File: src/rtl/hazard_ctrl.sv
// Pipeline hazard controller: operand forwarding, load-use stall, branch flush,
// data-memory wait freeze with timeout, post-reset pipeline flush.
module hazard_ctrl #(
  parameter int INIT_CYCLES = 2,
  parameter int MAX_WAIT    = 255
) (
  input  logic        clk,
  input  logic        reset,
  input  logic [4:0]  Rs1_D,
  input  logic [4:0]  Rs2_D,
  input  logic [4:0]  Rs1_E,
  input  logic [4:0]  Rs2_E,
  input  logic [4:0]  Rd_E,
  input  logic [4:0]  Rd_M,
  input  logic [4:0]  Rd_W,
  input  logic [1:0]  ResultSrc_E,
  input  logic        RegWrite_M,
  input  logic        RegWrite_W,
  input  logic        PCSrc_E,
  input  logic        MemBusy_M,
  output logic        Stall_F,
  output logic        Stall_D,
  output logic        Stall_E,
  output logic        Stall_M,
  output logic        Flush_D,
  output logic        Flush_E,
  output logic        Flush_W,
  output logic [1:0]  ForwardA_E,
  output logic [1:0]  ForwardB_E,
  output logic        MemTimeout,
  output logic [31:0] StallCount
);

  typedef enum logic [1:0] {INIT, RUN, MEM_WAIT, ERROR} state_t;

  localparam logic [7:0] INIT_END = 8'(INIT_CYCLES - 1);
  localparam logic [7:0] MAX_W    = 8'(MAX_WAIT);

  state_t      state_q, state_d;
  logic [7:0]  cnt_q, cnt_d;
  logic        timeout_q, timeout_d;
  logic [31:0] stall_cnt_q, stall_cnt_d;
  logic        lw_stall, any_stall;

  function automatic logic [1:0] fwd_sel(input logic [4:0] rs);
    if (RegWrite_M && Rd_M != 5'd0 && Rd_M == rs)      return 2'b10;
    else if (RegWrite_W && Rd_W != 5'd0 && Rd_W == rs) return 2'b01;
    else                                               return 2'b00;
  endfunction

  assign ForwardA_E = fwd_sel(Rs1_E);
  assign ForwardB_E = fwd_sel(Rs2_E);
  assign lw_stall   = (ResultSrc_E == 2'b01) && (Rd_E != 5'd0) &&
                      ((Rd_E == Rs1_D) || (Rd_E == Rs2_D));

  // Control outputs follow the current state and this cycle's inputs, so a
  // memory stall freezes the pipe in the very cycle it is raised.
  always_comb begin
    Stall_F = 1'b0; Stall_D = 1'b0; Stall_E = 1'b0; Stall_M = 1'b0;
    Flush_D = 1'b0; Flush_E = 1'b0; Flush_W = 1'b0;
    case (state_q)
      INIT: begin
        Flush_D = 1'b1; Flush_E = 1'b1;
      end
      ERROR: begin
        Stall_F = 1'b1; Stall_D = 1'b1; Stall_E = 1'b1; Stall_M = 1'b1;
        Flush_W = 1'b1;
      end
      default: begin
        if (MemBusy_M) begin
          Stall_F = 1'b1; Stall_D = 1'b1; Stall_E = 1'b1; Stall_M = 1'b1;
          Flush_W = 1'b1;
        end else if (PCSrc_E) begin
          Flush_D = 1'b1; Flush_E = 1'b1;
        end else if (lw_stall) begin
          Stall_F = 1'b1; Stall_D = 1'b1; Flush_E = 1'b1;
        end
      end
    endcase
  end

  always_comb begin
    state_d = state_q;
    cnt_d   = cnt_q;
    case (state_q)
      INIT: begin
        cnt_d = cnt_q + 8'd1;
        if (cnt_q >= INIT_END) state_d = RUN;
      end
      RUN: begin
        if (MemBusy_M) begin
          state_d = MEM_WAIT;
          cnt_d   = 8'd1;
        end
      end
      MEM_WAIT: begin
        // cnt_q counts busy cycles already tolerated in this wait
        if (!MemBusy_M)          state_d = RUN;
        else if (cnt_q == MAX_W) state_d = ERROR;
        else                     cnt_d   = cnt_q + 8'd1;
      end
      default: state_d = ERROR;
    endcase
  end

  assign timeout_d   = (state_d == ERROR);
  assign any_stall   = Stall_F | Stall_D | Stall_E | Stall_M;
  assign stall_cnt_d = (any_stall && !(&stall_cnt_q)) ? stall_cnt_q + 32'd1 : stall_cnt_q;

  always_ff @(posedge clk or negedge reset) begin
    if (!reset) begin
      state_q     <= INIT;
      cnt_q       <= 8'd0;
      timeout_q   <= 1'b0;
      stall_cnt_q <= 32'd0;
    end else begin
      state_q     <= state_d;
      cnt_q       <= cnt_d;
      timeout_q   <= timeout_d;
      stall_cnt_q <= stall_cnt_d;
    end
  end

  assign MemTimeout = timeout_q;
  assign StallCount = stall_cnt_q;

endmodule

File: config.mk
export PLATFORM = sky130hd
export DESIGN_NAME = hazard_ctrl
export DESIGN_NICKNAME = d
export VERILOG_FILES = /design/src/rtl/hazard_ctrl.sv
export SDC_FILE = /design/constraint.sdc
export NUM_CORES = 1
export LEC_CHECK = 0
export ABC_CLOCK_PERIOD_IN_PS = 2500
export CAP_MARGIN = 15
export CORE_MARGIN = 2
export CORE_UTILIZATION = 35
export CTS_BUF_LIST = sky130_fd_sc_hd__clkbuf_4
export DETAILED_ROUTE_END_ITERATION = 8
export DONT_BUFFER_PORTS = 1
export PLACE_DENSITY = 0.51
export SLEW_MARGIN = 20
export SYNTH_ARGS = -nofsm -noshare
export SYNTH_HDL_FRONTEND = slang
export SYNTH_SLANG_ARGS = --single-unit
File: constraint.sdc
create_clock -name clk -period 2.5 [get_ports clk]
set_clock_uncertainty 0.2 [all_clocks]
set_input_delay 0.5 -clock clk [delete_from_list [all_inputs] [get_ports clk]]
set_output_delay 0.5 -clock clk [all_outputs]
set_load 0.02 [all_outputs]
==> results_dict.tcl <==
set metrics [dict create \
    cts_buffers 5 \
    cp.arrival_ns 1.77 \
    via_count 2122 \
    syn_area_sq_mm 0.00270 \
    clock_sinks 43 \
    max_freq_mhz 406 \
    drv_cap 0 \
    finalNetCount 362 \
    setup_viol 0 \
    min_period_ns 2.47 \
    h-tree-depth 2 \
    dp_hpwl_um 4620 \
    final_max_slew_viol_count 0 \
    grt_pass1_vias 2194 \
    drt_wl_total_um 6100 \
    ios 87 \
    outcome "complete, no violations" \
    fin_crit_sh_pct 98.6 \
    drcViolationCount 0 \
    clock_path_buffers 2 \
    via_per_inst 5.16 \
    fp.dieH_um 91.8 \
    required_ns 1.80 \
    startpoint_type "flip-flop" \
    cp_max_fo 4 \
    grt_overflow 0 \
    grt_usage_pct 14.8 \
    grt_max_degree 44 \
    num_rows 31 \
    worst_pin_slew_ns 0.523 \
    cts_tree "done" \
    io_buffers 0 \
    rsz0062_at_grt "true" \
    synthesis.nets 328 \
    synth_area_leader_cell "dfrtp_1" \
    hold_slack_ns 0.160 \
    die_w_um 91.8 \
    initial_core_util_pct 36.6 \
    wl_per_cell_um 14.8 \
    utilization_pct 42.9 \
    synth_cell_type_count 42 \
    drive_gt1_share_pct 19.2 \
    ir_drop_uv 282 \
    antenna_cells 0 \
    finalHoldViolations 0 \
    drt_first_pass_iters 4 \
    synth.most_common_cell "dfrtp_1" \
    synth_edf_count 0 \
    dieArea_sq_mm 0.00842 \
    yosysWarningCount 0 \
    max_slew_margin_pct 64.9 \
    areaGrowthSynthToFinish_pct 17.3 \
    worstSkewPairLatency_ns 0.34 \
    total_power_mw 2.63 \
    fin_tns_setup_ns 0 \
    p_leak_nw 1.36 \
    power_density_mw_per_mm2 833 \
    place.gp.congestion 0.721 \
    synthCells 277 \
    async_reset_ff_share_pct 100 \
    ys_ff_latch 43 \
    crit_path_end_kind "output pin" \
    synthTopCellsByCount "dfrtp_1, xnor2_1, xor2_1, nand4_1, nor2_1" \
    critical_path_class "flip-flop to output pin" \
    ys.flop_type "dfrtp_1" \
    synth_top_area_share_pct 39.9 \
    core_sq_mm 0.00737 \
    ant_nets 0 \
    antenna_found_initial 0 \
    syn_area_per_cell_sq_um 9.73 \
    yosysSeqAreaShare_pct 39.9 \
    cts.reportedPaths.clkPinSlew_ns 0.11 \
    grt_pass1_wl_um 10200 \
    hold_class "primary input to flip-flop" \
    synth_area_leaders "dfrtp_1, xnor2_1, xor2_1" \
    dr.first_iter.drc_count 102 \
    root_buffer "clkbuf_4" \
]
## per-layer routing
layer	vias to the layer above	share of wire (%)	global-route usage, %
met2	68	47	25.1
met5	-	0	0
met3	7	7.2	4.35
li1	1037	-	-
met4	0	0.75	2.99
met1	1010	45	18.8
## final timing paths
kind,startpoint,depth (start not counted),slack (ns),end
max in group asynchronous,reset,2,1.44,StallCount[25]$_DFFE_PN0P_
hold / removal,MemBusy_M,2,0.16,state_q[0]$_DFF_PN0_
hold reg to reg,cnt_q[6]$_DFFE_PN0P_,1,0.33,cnt_q[6]$_DFFE_PN0P_
setup / recovery,state_q[0]$_DFF_PN0_,5,0.03,Stall_D
min in group asynchronous,reset,2,0.45,cnt_q[6]$_DFFE_PN0P_
setup reg to reg,state_q[0]$_DFF_PN0_,9,0.06,StallCount[13]$_DFFE_PN0P_
## stage by stage
step	area [sq um]	worst slack [ns]	cells
CTS	3160	-0.0192	411
finish	3160	0.0343	411
detailed placement	3040	0.0699	399
floorplan	2710	0.0166	277
global placement	3040	0.0895	399
global route	3160	-0.0555	411
## registers in the layout, summed over array words and instances, names as in the netlist
name and count:
state_q 2, StallCount 32, cnt_q 8, MemTimeout 1
## critical path, cell delays in order (launching register included)
cell and delay [ns]:
dfrtp_1 0.41, inv_2 0.07, ha_4 0.27, or3b_4 0.38, o21bai_4 0.13, buf_6 0.16
## layout by cell type, fill, tap and decap left out, types with 4 or more instances in the layout
cell	count
xor2_1	27
xnor2_1	33
nor4_1	4
nand3_1	12
nand2b_1	7
nand3_2	4
nor2_1	19
nand4_1	21
nor3_1	6
clkbuf_4	6
o21ai_1	4
or4_1	5
ha_1	7
and3_1	10
o21ai_0	14
inv_1	5
dfrtp_1	43
buf_4	32
nand2_1	16
## report_power, final
group | internal, mW | leakage [nW] | switching (mW)
Sequential | 0.803 | 0.580 | 0.150
Clock | 0.115 | 0.0307 | 0.217
Combinational | 0.599 | 0.752 | 0.749
## cells by family after synthesis
family / count (synthesis) / share of synthesized area [%]
flops: 43 / 39.9
simple gates: 117 / 25.0
buf+inv: 16 / 3.20
mux: 3 / 1.25
fa+ha+maj: 8 / 3.71
xor+xnor: 60 / 19.5
compound gates: 30 / 7.43
## final cells by class
| type | instances | area (sq um) |
|---|---|---|
| Sequential cell | 43 | 1080 |
| Clock buffer | 6 | 45.0 |
| Inverter | 6 | 22.5 |
| Fill cell | 728 | 4210 |
| Clock inverter | 2 | 7.51 |
| Multi-Input combinational cell | 218 | 1560 |
| Tap cell | 99 | 124 |
| Timing Repair Buffer | 37 | 329 |
## what timing repair did
item | 4_1_cts | 5_1_grt
resized for setup | 3 | 2
hold endpoints to repair | 43 | 0
pin swaps | 1 | 2
setup buffers | 2 | 0
hold buffers | 2 | 0
setup endpoints to repair | 2 | 29
Note: power is estimated with default switching activity, not from simulation.
